File: src/rtl/gfx256_pixel_unpack.sv
// Streaming unpacker: one 256-bit memory word -> up to 32 right-justified 8/16/24/32-bit pixels.
// Optional GFX256_UNPACK_SKID_EN adds a second word register for back-to-back words with no bubble.
module gfx256_pixel_unpack (
  input  logic         clk_i,
  input  logic         rst_i,
  input  logic [1:0]   color_depth_i,
  input  logic         word_valid_i,
  output logic         word_ready_o,
  input  logic [255:0] word_i,
  input  logic [7:0]   start_mb_i,
  input  logic [5:0]   count_i,
  output logic         pix_valid_o,
  input  logic         pix_ready_i,
  output logic [31:0]  pix_o,
  output logic         pix_last_o,
  output logic         clip_o,
  output logic         busy_o
);

  typedef enum logic {IDLE, EMIT} state_t;

  state_t state_q, state_d;

  logic [255:0] cur_word_q;
  logic [8:0]   cur_pos_q;
  logic [1:0]   cur_depth_q;
  logic [5:0]   cur_left_q;
  logic         clip_q;

  logic [5:0]   bytes_left, avail, in_n;
  logic         in_clip;
  logic [8:0]   in_pos, bpp;
  logic         accept, pix_hs, fin, load_in, load_buf, ready_raw, buf_busy;
  logic [31:0]  pix_raw, mask;
  logic         unused_lsbs;

  assign unused_lsbs = ^start_mb_i[2:0];

  // Pixels that fit entirely between the start byte and the end of the word.
  always_comb begin
    bytes_left = 6'd32 - {1'b0, start_mb_i[7:3]};
    case (color_depth_i)
      2'd0:    avail = bytes_left;
      2'd1:    avail = bytes_left >> 1;
      2'd2:    avail = bytes_left / 6'd3;
      default: avail = bytes_left >> 2;
    endcase
    in_clip = count_i > avail;
    in_n    = in_clip ? avail : count_i;
  end

  assign in_pos = {1'b0, start_mb_i[7:3], 3'b000};
  assign bpp    = {3'b000, ({1'b0, cur_depth_q} + 3'd1), 3'b000};

  assign accept  = word_valid_i & word_ready_o;
  assign pix_hs  = pix_valid_o & pix_ready_i;
  assign fin     = pix_hs & (cur_left_q == 6'd1);
  assign load_in = accept & (in_n != 6'd0) & ((state_q == IDLE) | fin);

`ifdef GFX256_UNPACK_SKID_EN
  logic         buf_valid_q;
  logic [255:0] buf_word_q;
  logic [8:0]   buf_pos_q;
  logic [1:0]   buf_depth_q;
  logic [5:0]   buf_n_q;
  logic         to_buf;

  // Zero-pixel words are never buffered, so a buffered word always has work.
  assign to_buf    = accept & (in_n != 6'd0) & (state_q == EMIT) & ~fin;
  assign load_buf  = fin & buf_valid_q;
  assign ready_raw = (state_q == IDLE) | ~buf_valid_q;
  assign buf_busy  = buf_valid_q;

  always_ff @(posedge clk_i) begin
    if (rst_i) begin
      buf_valid_q <= 1'b0;
      buf_word_q  <= '0;
      buf_pos_q   <= '0;
      buf_depth_q <= '0;
      buf_n_q     <= '0;
    end else if (to_buf) begin
      buf_valid_q <= 1'b1;
      buf_word_q  <= word_i;
      buf_pos_q   <= in_pos;
      buf_depth_q <= color_depth_i;
      buf_n_q     <= in_n;
    end else if (load_buf) begin
      buf_valid_q <= 1'b0;
    end
  end
`else
  assign load_buf  = 1'b0;
  assign ready_raw = (state_q == IDLE);
  assign buf_busy  = 1'b0;
`endif

  always_comb begin
    state_d = state_q;
    case (state_q)
      IDLE:    if (load_in) state_d = EMIT;
      EMIT:    if (fin && !(load_in || load_buf)) state_d = IDLE;
      default: state_d = IDLE;
    endcase
  end

  always_ff @(posedge clk_i) begin
    if (rst_i) state_q <= IDLE;
    else       state_q <= state_d;
  end

  always_ff @(posedge clk_i) begin
    if (rst_i) begin
      cur_word_q  <= '0;
      cur_pos_q   <= '0;
      cur_depth_q <= '0;
      cur_left_q  <= '0;
      clip_q      <= 1'b0;
    end else begin
      clip_q <= accept & in_clip;
      if (load_in) begin
        cur_word_q  <= word_i;
        cur_pos_q   <= in_pos;
        cur_depth_q <= color_depth_i;
        cur_left_q  <= in_n;
      end else if (load_buf) begin
`ifdef GFX256_UNPACK_SKID_EN
        cur_word_q  <= buf_word_q;
        cur_pos_q   <= buf_pos_q;
        cur_depth_q <= buf_depth_q;
        cur_left_q  <= buf_n_q;
`endif
      end else if (pix_hs) begin
        cur_pos_q  <= cur_pos_q + bpp;
        cur_left_q <= cur_left_q - 6'd1;
      end
    end
  end

  always_comb begin
    case (cur_depth_q)
      2'd0:    mask = 32'h0000_00FF;
      2'd1:    mask = 32'h0000_FFFF;
      2'd2:    mask = 32'h00FF_FFFF;
      default: mask = 32'hFFFF_FFFF;
    endcase
  end

  assign pix_raw = 32'(cur_word_q >> cur_pos_q);

  // Outputs are forced low while reset is held, not just after the reset edge.
  assign word_ready_o = ~rst_i & ready_raw;
  assign pix_valid_o  = ~rst_i & (state_q == EMIT);
  assign pix_last_o   = pix_valid_o & (cur_left_q == 6'd1);
  assign pix_o        = pix_valid_o ? (pix_raw & mask) : '0;
  assign clip_o       = ~rst_i & clip_q;
  assign busy_o       = ~rst_i & ((state_q == EMIT) | buf_busy);

endmodule

File: config.mk
export PLATFORM = sky130hd
export DESIGN_NAME = gfx256_pixel_unpack
export DESIGN_NICKNAME = d
export VERILOG_FILES = /design/src/rtl/gfx256_pixel_unpack.sv
export SDC_FILE = /design/constraint.sdc
export NUM_CORES = 1
export LEC_CHECK = 0
export ABC_AREA = 1
export BUFFER_PORTS_ARGS = -buffer_cell sky130_fd_sc_hd__buf_2
export CAP_MARGIN = 20
export CORE_ASPECT_RATIO = 0.9
export CORE_MARGIN = 2
export CORE_UTILIZATION = 60
export CTS_BUF_LIST = sky130_fd_sc_hd__clkbuf_16
export CTS_CLUSTER_DIAMETER = 60
export DETAILED_ROUTE_END_ITERATION = 16
export PLACE_DENSITY = 0.85
export SYNTH_ARGS = -nofsm -noshare
export SYNTH_HDL_FRONTEND = slang
export SYNTH_SLANG_ARGS = --single-unit
File: constraint.sdc
create_clock -name clk_i -period 9.87 [get_ports clk_i]
set_clock_uncertainty 0.05 [all_clocks]
set_input_delay 1.4805 -clock clk_i [delete_from_list [all_inputs] [get_ports clk_i]]
set_output_delay 1.4805 -clock clk_i [all_outputs]
set_load 0.1 [all_outputs]
* Word-level counts from Yosys, hierarchy flattened
Cells that the tools add are included.
Storage, ports and cells: register bits 275, output and inout bits 37
Operators by class: order comparisons 1, muxes and demuxes 11, add/subtract/negate cells 4, bitwise gates (word level) 14, shifts and indexed selects 1, divide/modulo/power cells 1, equal/unequal tests 5, reduce and logical (&&, ||, !) cells 7
Operators by type and width (count):
- >> shifter 256 x 9 -> 32 bit | 1
- one-hot mux 32 bit (3 select lines) | 1
- bitwise AND 32 bit | 1
- two-way mux 32 bit | 1
- two-way mux 6 bit | 3
- one-hot mux 6 bit (3 select lines) | 1
- two-way mux 8 bit | 2
- bitwise AND 1 bit | 10
- adder 9 x 6 -> 9 bit | 1
- divider 6 x 2 -> 6 bit, second input constant | 1
- equality test 6 x 1 -> 1 bit, second input constant | 1
- greater-than comparator 6 bit | 1
- nonzero test 6 bit | 1
- subtractor 6 x 1 -> 6 bit, second input constant | 1
- subtractor 6 x 5 -> 6 bit, first input constant | 1
- equality test 2 x 1 -> 1 bit, second input constant | 2
- equality test 2 bit, second input constant | 2
- logical NOT 2 bit | 2
- adder 2 x 1 -> 3 bit, second input constant | 1
- two-way mux 1 bit | 2
- inverter 1 bit | 2
- one-hot mux 1 bit (2 select lines) | 1
- nonzero test 2 bit | 1
- OR reduction 2 bit | 1
- other kinds (3) | 3

* Logic depth before layout (Yosys ltp)
Gate-level depths: netlist of the first run.
word-level depth 12, depth in mapped cells 34

* Worst setup path after synthesis of the first run
Ideal clock, no wire load.
path kind input -> output, start input port rst_i, end output port pix_o[8], arrival 5.582 ns, required time 8.340 ns, slack 2.758 ns, stages 8, cell sequence clkbuf_1 clkinv_1 nand2_1 nor2_1 clkinv_1 or2_2 clkbuf_1 nor4_1
On the way: cells in the longest elaborated chain, start to end 3
RTL lines:
- start: declaration | RTL line 5 | input logic rst_i,
- inverter 1 bit | RTL line 152 | assign pix_valid_o = ~rst_i & (state_q == EMIT);
- bitwise AND 1 bit | RTL line 152
- two-way mux 32 bit | RTL line 154 | assign pix_o = pix_valid_o ? (pix_raw & mask) : '0;
- end: declaration | RTL line 14 | output logic [31:0] pix_o,
Every way passes these cells.

* Final worst setup path of the first run
Same ends and word-level chain as after synthesis.

==> results of run 1 <==
[final cells by class]
cell class              count  area [um2]  share of cell area (%)
multi-input cells        2135       10300                    53.7
inverters                 116         444                    2.32
well taps                 360         450                    2.35
clock buffers              27         676                    3.52
repair buffers            333        1760                    9.17
clock inverters            18        91.3                   0.476
flip-flops and latches    272        5450                    28.4
[logic make-up after synthesis]
logic type                 count (synthesis)
AOI/OAI and AO/OA                        786
xor gates and xnor gates                   4
adders and majority gates                 19
buffers and inverters                    344
DFF                                      272
muxes                                     58
and+or+nand+nor                         1268
[power breakdown]
group / internal (uW) / switching, uW
Sequential: 1190 / 104
Combinational: 283 / 576
Clock: 494 / 439
[flip-flops by register name, summed over array words and instances (netlist names)]
signal / flops
clip_q: 1
cur_word_q: 256
cur_left_q: 6
cur_pos_q: 6
state_q: 1
cur_depth_q: 2
[per-stage QoR]
step,util [%],cell area (um2),cells
detailed placement,65.7,18400,3214
global route,68.5,19200,3261
CTS,68.4,19200,3259
global placement,65.7,18400,3214
finish,68.5,19200,3261
floorplan,-,17200,2751
[worst paths after layout]
| check | slack [ps] | cells past startpoint | end | startpoint |
|---|---|---|---|---|
| worst max-delay path | 3200 | 8 | pix_o[8] | rst_i |
| worst min-delay path | 430 | 2 | cur_word_q[144] | cur_word_q[144] |
| worst max register to register | 7130 | 9 | cur_pos_q[6] | cur_pos_q[4] |
| worst min register to register | 430 | 2 | cur_word_q[144] | cur_word_q[144] |
[metal layers]
metal  part of all wire, %  routed length, um  vias up  global-route usage (%)
met5                     0                  0        -                       0
li1                      -                  -     9496                       -
met4                   6.0               3870        0                    21.4
met3                    11               6880      259                    8.14
met1                    39              25200     9147                    53.5
met2                    44              28300     1256                    66.1
[worst max-delay path, delay by kind of cell]
family / cells / cell delay, ps
buf+inv: 4 / 1880
simple gates: 4 / 1760
[cells in the final DEF, fill, tap and decap left out, types with 7 or more instances in the layout]
| master | netlist | layout |
|---|---|---|
| o21ai_0 | 485 | 485 |
| a31oi_1 | 31 | 31 |
| ha_1 | 18 | 18 |
| o311ai_0 | 19 | 19 |
| dfxtp_1 | 272 | 269 |
| or2_2 | 7 | 7 |
| o22ai_1 | 24 | 24 |
| clkinv_1 | 4 | 8 |
| buf_4 | 17 | 19 |
| buf_2 | 33 | 309 |
| o211ai_1 | 39 | 39 |
| clkbuf_16 | 0 | 27 |
| nor2_1 | 575 | 574 |
| a21oi_1 | 113 | 113 |
| nand3_1 | 113 | 113 |
| inv_1 | 104 | 108 |
| inv_2 | 7 | 9 |
| mux2i_1 | 58 | 58 |
| a221oi_1 | 10 | 10 |
| o221ai_1 | 39 | 39 |
| nand2_1 | 553 | 552 |
==> out/metrics.yaml, run 1 <==
status: "finished, final reports clean"
synth_flop_cell: "dfxtp_1"
initial_core_util_pct: 61.3
synth-xor-area-share_pct: 0.204
grt_usage_pct: 41.4
io_buffers: 309
fin_crit_ps: 6670
grt_setup_unrepaired: "false"
synth_fa_ha_area_share_pct: 1.43
syn_area_per_cell_um2: 6.24
synthTopCellsByArea: "dfxtp_1 32%, o21ai_0 14%, nor2_1 13%"
antenna_cells: 0
setup_slack_ps: 3200
worstPathMaxFanout: 134
area_delta_synth_final_pct: 11.8
place_ws_ps: 2960
tightestPinTransition_ps: 990
setup_viol: 0
coreArea_um2: 28000
critPathArrivalTime_ps: 5140
clock_sinks: 272
layout.nets: 3180
path_cells: "buf_2 > inv_4 > nand2_1 > nor2_1 > clkinv_1 > or2_2 > nor4_1 > buf_2"
gp_congestion: 0.993
die-area_um2: 30000
clk_latency_ps: 550
slew_violations: 0
syn_nets: 3046
synthMuxAreaShare_pct: 3.38
start_kind: "input pin"
power_density_nw_per_um2: 161
routed_wl_mm: 64.3
antenna_found_initial: 1
drc: 0
ys_ff_latch: 272
wl_per_cell_um: 19.7
nFillCells: 2515
cp_data_required_time_ps: 8340
hold_path.class: "reg -> reg"
cts.path.max_buffers: 3
peakVddDrop_mv: 0.163
die_h_um: 164
fp-row-count: 58
synth_simple_gate_area_share_pct: 29.1
grt_max_degree: 240
cts_setup_buffers: 0
tns_ps: 0
cpPeakStageDelay_ps: 710
synth_common_cells: "575 x nor2_1, 553 x nand2_1, 485 x o21ai_0"
synth_area_um2: 17200
ant_nets: 0
cts_resized: 0
synth_enable_flop_cells: 0
htreeDepth: 1
holdWs_ps: 434
synthDistinctLibCells: 51
fin_crit_sh_pct: 67.6
synthArstFlopShare_pct: 0
grt_pass1_vias: 18100
synth_top_family_by_area: "simple AND/OR/NAND/NOR gates"
max-cap-violations: 0
yosys.area.top_type: "dfxtp_1"
io_pins: 313
cts_inserted_buffers: 27
p_leak_uw: 0.00807
synth_compound_area_share_pct: 25.8
drive_above_1_share_pct: 13.9
die_x_um: 182
report.power.total_uw: 3080
cts_hold_buf: 0
cts_root_buf: "clkbuf_16"
hpwl_mm: 46.2
synth_top_area_share_pct: 31.7
synth_seq_area_share_pct: 31.7
crit_slowest_cell: "inv_4"
slew_headroom_pct: 33.5
gr-total-overflow: 0
max_freq_mhz: 150
dr.pass1.iters: 7
yosysWarnings: 0
routed-via-count: 20200
cp-end-kind: "primary output"
syn_inst: 2751
hold_violations: 0
drt_iter0_drc: 2882
vias_per_cell: 6.18
grt_pass1_wl_mm: 97.6
cp_common_cell: "buf_2"
path_class: "in -> out"
cts_tree: "yes"
path_clk_slew_ps: 60
synth.most_common_cell: "nor2_1"
No activity file was read; power rests on OpenSTA's default activity.
==> inputs of run 2 (changes only) <==
--- a/config.mk
+++ b/config.mk
@@ -10,11 +10,11 @@
 export CAP_MARGIN = 20
 export CORE_ASPECT_RATIO = 0.9
 export CORE_MARGIN = 2
-export CORE_UTILIZATION = 60
+export CORE_UTILIZATION = 57
 export CTS_BUF_LIST = sky130_fd_sc_hd__clkbuf_16
 export CTS_CLUSTER_DIAMETER = 60
 export DETAILED_ROUTE_END_ITERATION = 16
-export PLACE_DENSITY = 0.85
+export PLACE_DENSITY = 0.81
 export SYNTH_ARGS = -nofsm -noshare
 export SYNTH_HDL_FRONTEND = slang
 export SYNTH_SLANG_ARGS = --single-unit
==> constraint.sdc (replaced) <==
create_clock -name clk_i -period 6.2 [get_ports clk_i]
set_clock_uncertainty 0.05 [all_clocks]
set_input_delay 0.93 -clock clk_i [delete_from_list [all_inputs] [get_ports clk_i]]
set_output_delay 0.93 -clock clk_i [all_outputs]
set_load 0.1 [all_outputs]
==> run 2 against run 1 <==
Effect of this change:
- wire length rose by 3.3%
- clock power rose by 75%
- power grew 65%
- core utilization fell by 3.1 points
- final cell count rose by 1.7%
- worst hold slack gained 0.92 ps
- critical path depth unchanged
- final area rose by 1.4%
- sequential power rose by 59%
- critical endpoint is now pix_o[20]
- largest cell class unchanged
==> out/metrics.yaml, run 2 (same netlist as run 1, synthesis figures left out) <==
grt_setup_unrepaired: "false"
cp-endpoint: "pix_o[20]"
tns_ps: 0
fin_crit_sh_pct: 85.1
drt_iter0_drc: 2933
path_cells: "clkinv_2 > buf_4 > buf_4 > o21ai_0 > o21ai_0 > nand3_1 > a21oi_1 > buf_2"
routed-via-count: 19900
largest_register: "cur_word_q"
report.power.total_uw: 5090
power_frac_seq_pct: 40.3
met3_usage_pct: 6.08
grt_usage_pct: 40.2
gp_congestion: 1.01
holdWs_ps: 435
path_delay_family: "buffers and inverters"
cpPeakStageDelay_ps: 770
r2r-end: "cur_pos_q[6]"
start_kind: "register"
p_sw_share_pct: 35.5
drive_above_1_share_pct: 14.3
cts_inserted_buffers: 26
fin_crit_ps: 5270
clock_sinks: 272
max_freq_mhz: 190
nFillCells: 2859
cts_tree: "yes"
final_cells: 3316
p_comb_share_pct: 27.7
multi_input_area_um2: 10300
die-area_um2: 31500
stdcell_area_um2: 19400
seq_area_um2: 5450
critPathArrivalTime_ps: 4290
crit_slowest_cell: "buf_4"
largest_reg_flops: 256
vias_per_cell: 5.99
cp-end-kind: "primary output"
hold_path.class: "reg -> reg"
setup_viol: 0
ant_nets: 0
die_x_um: 187
routed_wl_mm: 66.3
coreArea_um2: 29700
worstPathMaxFanout: 93
p_leak_uw: 0.00818
wl_per_cell_um: 20.0
grt_max_degree: 138
path_clk_slew_ps: 60
cts_resized: 0
use_met1_pct: 53.5
tightestPinTransition_ps: 1130
power_density_nw_per_um2: 262
startpoint: "cur_pos_q[4]"
path_buf_inv: 4
clkPwrFrac_pct: 32.0
reg2reg_setup_slack_ps: 3490
antenna_found_initial: 0
hpwl_mm: 48.9
slew_headroom_pct: 24.4
grt_pass1_vias: 17600
r2r_start: "cur_pos_q[4]"
p_int_uw: 3280
max-cap-violations: 0
path_class: "reg -> out"
fp-row-count: 60
initial_core_util_pct: 57.7
grt_pass1_wl_mm: 99.2
rr_worst_depth: 9
peakVddDrop_mv: 0.222
cp_num_cells: 8
met2_usage_pct: 62.8
cp_data_required_time_ps: 5220
top_usage_layer: "met2"
final_cell_mix: "574 x nor2_1, 552 x nand2_1, 485 x o21ai_0, 309 x buf_2, 269 x dfxtp_1"
slew_violations: 0
cts_hold_buf: 0
cts_root_buf: "clkbuf_16"
drc: 0
hold_violations: 0
htreeDepth: 1
cts_setup_buffers: 0
area_delta_synth_final_pct: 13.3
clk_latency_ps: 550
io_pins: 313
power_switching_uw: 1810
die_h_um: 169
dr.pass1.iters: 6
top_regs: "cur_word_q: 256 flops, cur_left_q: 6 flops, cur_pos_q: 6 flops"
postPlaceCellArea_um2: 18600
final_common_cell: "nor2_1"
status: "finished, final reports clean"
io_buffers: 309
place_inst: 3269
gr-total-overflow: 0
layout.nets: 3189
cts.path.max_buffers: 3
## run 2: cell types whose count changed in the layout (fill, tap and decap cells not counted), sizes merged
cell	change
buf	+12
bufinv	+3
clkbuf	-1
clkinv	+1
clkinvlp	-1
diode	+1
inv	-3
## run 2: how the worst min path moves through the flow
stage | depth (start not counted) | endpoint | slack (ps) | from
3_5_place_dp | 2 | cur_word_q[184] | 420 | cur_word_q[184]
3_3_place_gp | 2 | cur_word_q[67] | 420 | cur_word_q[67]
5_1_grt | 2 | cur_word_q[64] | 450 | cur_word_q[64]
2_1_floorplan | 2 | cur_word_q[139] | 410 | cur_word_q[139]
4_1_cts | 2 | cur_word_q[64] | 440 | cur_word_q[64]
6_report | 2 | cur_word_q[175] | 440 | cur_word_q[175]
## run 2: metal layers
layer	share of wire, %	wire (um)
met1	40	26600
met2	44	28900
met3	10	6680
met4	6.2	4100
met5	0	0
## run 2: layout make-up
type                            instances  area share (%)
Sequential cell                       272            28.0
Antenna cell                            1          0.0129
Tap cell                              403            2.59
Inverter                              116            2.28
Clock inverter                         18           0.804
Timing Repair Buffer                  343            9.65
Multi-Input combinational cell       2135            53.0
Clock buffer                           28            3.60
## run 2: power groups by stage
stage | logic, uW | registers [uW] | clock network (uW)
after detailed placement | 1360 | 2080 | 0
final | 1410 | 2050 | 1630
after global placement | 1330 | 2080 | 0
after global routing | 1540 | 2060 | 1700
after CTS | 1360 | 2040 | 1630
after floorplan | 961 | 2000 | 0
## run 2: worst reg2reg max path, stage by stage (launching register included)
cell and delay [ps]:
dfxtp_4 830, buf_4 720, ha_1 370, nand3_1 70
nand3_1 120, a21oi_1 130, o21ai_0 110, nand2_1 70
nand2_1 50, a21oi_1 110
## run 2: per-stage QoR
stage,worst slack [ps],utilization (%)
final,926,65.4
after global placement,632,62.5
after floorplan,189,-
after CTS,1000,65.4
after detailed placement,465,62.5
after global routing,463,65.4
